<file path="config.mk">
export PLATFORM = sky130hd
export DESIGN_NAME = swap_updown_counter
export DESIGN_NICKNAME = d
export VERILOG_FILES = /design/src/rtl/udc_pkg.sv /design/src/rtl/udc_channel.sv /design/src/rtl/swap_updown_counter.sv
export SDC_FILE = /design/constraint.sdc
export NUM_CORES = 1
export LEC_CHECK = 0
export BUFFER_PORTS_ARGS = -buffer_cell sky130_fd_sc_hd__buf_2
export CAP_MARGIN = 20
export CORE_MARGIN = 4
export CORE_UTILIZATION = 25
export CTS_CLUSTER_DIAMETER = 30
export DETAILED_ROUTE_END_ITERATION = 16
export GPL_TIMING_DRIVEN = 0
export PLACE_DENSITY_LB_ADDON = 0.12
export SETUP_SLACK_MARGIN = 0.4
export SLEW_MARGIN = 20
export SYNTH_ARGS = -nofsm -noshare
export SYNTH_HDL_FRONTEND = slang
export SYNTH_SLANG_ARGS = --single-unit
</file>
<file path="constraint.sdc">
create_clock -name Clock -period 2.3 [get_ports Clock]
set_clock_uncertainty 0.2 [all_clocks]
set_input_delay 0.23 -clock Clock [delete_from_list [all_inputs] [get_ports Clock]]
set_output_delay 0.23 -clock Clock [all_outputs]
set_load 0.01 [all_outputs]
</file>
<file path="src/rtl/udc_pkg.sv">
// Shared types and step arithmetic for the swap up/down counter.
// Build option: UDC_SATURATE_EN (defined: channels hold at their limit
// instead of wrapping; undefined: modular wrap).
package udc_pkg;

    // Internal arithmetic width; wide enough for any channel up to 32 bits
    // plus one guard bit for the compare/increment.
    localparam int UDC_CALC_W = 33;

    typedef enum logic {MODE_NORMAL, MODE_SWAPPED} mode_t;
    typedef enum logic {DIR_UP, DIR_DOWN} dir_t;

    typedef struct packed {
        logic [UDC_CALC_W-1:0] value;
        logic                  wrap;
    } step_t;

    // Next value of one channel after a single step, plus the limit flag.
    function automatic step_t udc_next(
        input logic [UDC_CALC_W-1:0] value,
        input dir_t                  dir,
        input logic [UDC_CALC_W-1:0] max_count
    );
        step_t r;
        r.value = value;
        r.wrap  = 1'b0;
        if (dir == DIR_UP) begin
            if (value >= max_count) begin
`ifdef UDC_SATURATE_EN
                r.value = max_count;
`else
                r.value = '0;
`endif
                r.wrap  = 1'b1;
            end else begin
                r.value = value + 1'b1;
            end
        end else begin
            if (value == '0) begin
`ifdef UDC_SATURATE_EN
                r.value = '0;
`else
                r.value = max_count;
`endif
                r.wrap  = 1'b1;
            end else begin
                r.value = value - 1'b1;
            end
        end
        return r;
    endfunction

endpackage

</file>
<file path="src/rtl/udc_channel.sv">
// One counter channel: load, step in the given direction, registered
// wrap/limit pulse. Build option UDC_SATURATE_EN is handled in udc_pkg.
module udc_channel #(
    parameter int WIDTH     = 4,
    parameter int MAX_COUNT = (1 << WIDTH) - 1
) (
    input  logic             Clock,
    input  logic             Reset,
    input  logic             step_en,
    input  udc_pkg::dir_t    dir,
    input  logic             load,
    input  logic [WIDTH-1:0] load_value,
    input  logic [WIDTH-1:0] reset_value,
    output logic [WIDTH-1:0] count,
    output logic             wrap
);
    import udc_pkg::*;

    localparam logic [UDC_CALC_W-1:0] MAX_EXT = UDC_CALC_W'(MAX_COUNT);

    logic [WIDTH-1:0] count_reg;
    logic             wrap_reg;
    step_t            nxt;
    logic             unused_hi;

    // Candidate next value computed with a guard bit so the limit compare
    // cannot overflow even when MAX_COUNT is the all-ones value.
    always_comb begin
        nxt = udc_next(UDC_CALC_W'(count_reg), dir, MAX_EXT);
    end

    assign unused_hi = ^nxt.value[UDC_CALC_W-1:WIDTH];

    // Count register: load wins over step; wrap pulse only on a real step.
    always_ff @(posedge Clock or posedge Reset) begin
        if (Reset) begin
            count_reg <= reset_value;
            wrap_reg  <= 1'b0;
        end else if (load) begin
            count_reg <= load_value;
            wrap_reg  <= 1'b0;
        end else if (step_en) begin
            count_reg <= nxt.value[WIDTH-1:0];
            wrap_reg  <= nxt.wrap;
        end else begin
            wrap_reg  <= 1'b0;
        end
    end

    assign count = count_reg;
    assign wrap  = wrap_reg;

endmodule

</file>
<file path="src/rtl/swap_updown_counter.sv">
// Two complementary counter channels whose directions reverse on each
// rising edge of Swap. Build option UDC_SATURATE_EN: hold at limits.
module swap_updown_counter #(
    parameter int WIDTH     = 4,
    parameter int MAX_COUNT = (1 << WIDTH) - 1
) (
    input  logic             Clock,
    input  logic             Reset,
    input  logic             Enable,
    input  logic             Swap,
    input  logic             Load,
    input  logic [WIDTH-1:0] LoadValue,
    output logic [WIDTH-1:0] UpCountS,
    output logic [WIDTH-1:0] DownCountS,
    output logic             Direction,
    output logic             UpWrap,
    output logic             DownWrap
);
    import udc_pkg::*;

    localparam logic [WIDTH-1:0] MAX_W = WIDTH'(MAX_COUNT);

    logic             swap_q_reg;
    mode_t            mode_reg;
    logic             swap_edge;
    logic [WIDTH-1:0] load_clamped;

    // Per-channel wiring: index 0 is channel A (UpCountS), 1 is channel B.
    dir_t             ch_dir    [2];
    logic [WIDTH-1:0] ch_load   [2];
    logic [WIDTH-1:0] ch_rst    [2];
    logic [WIDTH-1:0] ch_count  [2];
    logic             ch_wrap   [2];

    assign swap_edge = Swap & ~swap_q_reg;

    // Swap edge detector and mode FSM; runs regardless of Enable/Load.
    always_ff @(posedge Clock or posedge Reset) begin
        if (Reset) begin
            swap_q_reg <= 1'b0;
            mode_reg   <= MODE_NORMAL;
        end else begin
            swap_q_reg <= Swap;
            if (swap_edge) begin
                case (mode_reg)
                    MODE_NORMAL: mode_reg <= MODE_SWAPPED;
                    default:     mode_reg <= MODE_NORMAL;
                endcase
            end
        end
    end

    // Clamp the load value into range; channel B gets the complement.
    always_comb begin
        load_clamped = LoadValue;
        if ({1'b0, LoadValue} > {1'b0, MAX_W}) begin
            load_clamped = MAX_W;
        end
    end

    assign ch_dir[0]  = (mode_reg == MODE_NORMAL) ? DIR_UP : DIR_DOWN;
    assign ch_dir[1]  = (mode_reg == MODE_NORMAL) ? DIR_DOWN : DIR_UP;
    assign ch_load[0] = load_clamped;
    assign ch_load[1] = MAX_W - load_clamped;
    assign ch_rst[0]  = '0;
    assign ch_rst[1]  = MAX_W;

    generate
        for (genvar gi = 0; gi < 2; gi++) begin : g_ch
            udc_channel #(
                .WIDTH     (WIDTH),
                .MAX_COUNT (MAX_COUNT)
            ) u_channel (
                .Clock       (Clock),
                .Reset       (Reset),
                .step_en     (Enable),
                .dir         (ch_dir[gi]),
                .load        (Load),
                .load_value  (ch_load[gi]),
                .reset_value (ch_rst[gi]),
                .count       (ch_count[gi]),
                .wrap        (ch_wrap[gi])
            );
        end
    endgenerate

    assign UpCountS   = ch_count[0];
    assign DownCountS = ch_count[1];
    assign UpWrap     = ch_wrap[0];
    assign DownWrap   = ch_wrap[1];
    assign Direction  = (mode_reg == MODE_SWAPPED);

endmodule
</file>
==> results.tsv <==
metric	value	unit
most frequent cells in the layout	buf_2, inv_1	
Die Wd	63.6	µm
worst-margin pin slew	0.465	ns
WP buf/inv	0	
fin nets	124	
root buf cell	clkbuf_4	
first-pass GRT wire length	3190	µm
RSZ-0062 raised after global routing	no	
RePlAce Congestion	0.769	
HP Class	in2reg	
TritonCTS clock tree	built	
CP peak stage delay	0.55	ns
largest net degree at the start of global routing	13	
wire length per cell	12.0	µm
DRT iter0 DRCs	14	
post-synthesis register bit count	12	
Vias/cell	4.55	
largest cells by area after synthesis	dfrtp_1, dfstp_2, ha_1	
P&R area growth vs syn	30.1	%
H-tree Lvls	1	
Clock Tree Buf Depth	2	
period utilisation layout	78.6	%
Skew-Pair Late Insertion Delay	0.27	ns
number of I/O pins	20	
max reg flops	8	
worst setup margin	0.491	ns
vias	642	
final hold slack	0.127	ns
DIE HEIGHT	63.6	µm
setup TNS	0	ns
Die Area	4050	µm²
fin cells	141	
EDFF count, synth	0	
CP delay by family, top	simple AND/OR/NAND/NOR gates	
crit path time final	1.81	ns
Inserted Diodes	0	
Post-Syn Instances	81	
Max IR drop VDD	0.271	mV
post-synthesis cell area	773	µm²
Initial Util	27.1	%
Syn Area/Cell	9.55	µm²
GRT Overall Usage	9.48	%
asr flop ratio synth	100	%
leak pwr	0.464	nW
initial antenna violation count	0	
slowest cell on the critical path	or4b_4	
Synth cell types	28	
share of cells above drive strength 1	33.6	%
Worst-path clk slew	0.08	ns
post-route ant nets	0	
CP arrival	1.77	ns
max-slew violation total from the final report	0	
Port Buffers	19	
type of origin of the critical path	flip-flop	
vias in the first global route	659	
status	complete, no violations	
WL final	1690	µm
share of the synthesized area in the top cell type	25.9	%
commonest non-fill, non-tap cell in the layout	buf_2	
hold violation total from the final report	0	
Max Fclk	553	MHz
CP Max Fanout	7	
max-cap violations	0	
PwrDens	865	nW/µm²
syn nets	94	
drt drc	0	
Synth Warn #	0	
CP Class	reg2reg	
crit-path cells	or4b_4, o311ai_2, a221oi_2, a211o_1	
DR pass1 iterations	4	
clock buffer count from CTS	3	
Core ar.	2850	µm²
area leader, netlist	dfrtp_1	
critical path capture point type	flip-flop	
pre-CTS setup slack	0.461	ns
post-placement cell count	131	
detailed placement HPWL	1330	µm
Synth Flop Type	dfrtp_1	
gr ovfl total	0	
relative slew slack	69.0	%
# rows	19	
Worst EP required	2.26	ns
final setup vio count	0	
Clock Sinks	12	
sequential fraction of the synthesis area	39.5	%
-- worst min-delay path: cells and delay by family --
kind | cells | cell delay [ns]
AO/OA/AOI/OAI | 1 | 0.06
buffers and inverters | 1 | 0.10
AND/OR/NAND/NOR | 1 | 0.16
-- Yosys cell counts, types with 2 or more instances --
library cell,instances
a21oi_1,6
clkbuf_1,2
dfrtp_1,8
dfstp_2,4
ha_1,4
inv_1,9
mux2_2,3
nand2_1,5
nand2b_1,3
nand4_1,4
nor2_1,4
nor2b_1,2
o21a_1,2
o21ai_0,6
xnor2_1,5
xor2_1,2
-- layout make-up --
| cell class | count | area [µm²] |
|---|---|---|
| Buffer | 3 | 12.5 |
| Clock buffer | 4 | 36.3 |
| Fill cell | 318 | 1850 |
| Inverter | 9 | 33.8 |
| Multi-Input combinational cell | 57 | 422 |
| Sequential cell | 12 | 308 |
| Tap cell | 31 | 38.8 |
| Timing Repair Buffer | 25 | 155 |
-- what timing repair did --
action,4_1_cts,5_1_grt
endpoints found under the hold margin,15,0
endpoints found under the setup margin,0,2
hold buffers,6,0
resized for setup,0,2
buffers inserted,0,0
-- per-layer routing --
layer | vias up | GRT usage, % | routed length [µm]
li1 | 342 | - | -
met1 | 286 | 12.9 | 863
met2 | 14 | 15.0 | 738
met3 | 0 | 3.37 | 90
met4 | 0 | 0.809 | 0
met5 | - | 0 | 0
-- path summary, 6_finish.rpt --
check	startpoint	to	slack, ns	depth (start not counted)
hold / removal	Enable	g_ch[0].u_channel.wrap$_DFF_PP0_	0.13	3
hold reg to reg	swap_q_reg$_DFF_PP0_	Direction$_DFFE_PP0P_	0.32	2
setup / recovery	g_ch[0].u_channel.count[0]$_DFFE_PP0P_	g_ch[0].u_channel.count[3]$_DFFE_PP0P_	0.49	4
min in group asynchronous	Reset	swap_q_reg$_DFF_PP0_	0.30	3
max in group asynchronous	Reset	g_ch[1].u_channel.count[3]$_DFFE_PP1P_	1.25	3
setup reg to reg	g_ch[0].u_channel.count[0]$_DFFE_PP0P_	g_ch[0].u_channel.count[3]$_DFFE_PP0P_	0.49	4
-- where the power goes --
group / switching [mW] / internal (mW)
clock network: 0.0730 / 0.0962
logic: 0.193 / 0.182
registers: 0.0595 / 0.266
-- logic make-up (layout without fill, tap and decap cells) --
logic type / count (synthesis) / after routing / synth area share, %
flops: 12 / 12 / 39.5
compound gates: 21 / 21 / 19.1
mux: 4 / 4 / 5.66
fa+ha+maj: 4 / 4 / 6.47
simple gates: 21 / 21 / 15.4
buf+inv: 12 / 41 / 5.99
xor+xnor: 7 / 7 / 7.93
-- metrics by stage --
stage	power (mW)	cell area (µm²)	utilization, %
final	0.870	1010	35.3
after detailed placement	0.702	907	31.8
after global placement	0.702	907	31.8
after global routing	0.946	1010	35.3
after floorplan	0.592	773	-
after CTS	0.883	1000	35.2
(Power assumes the default switching activity.)
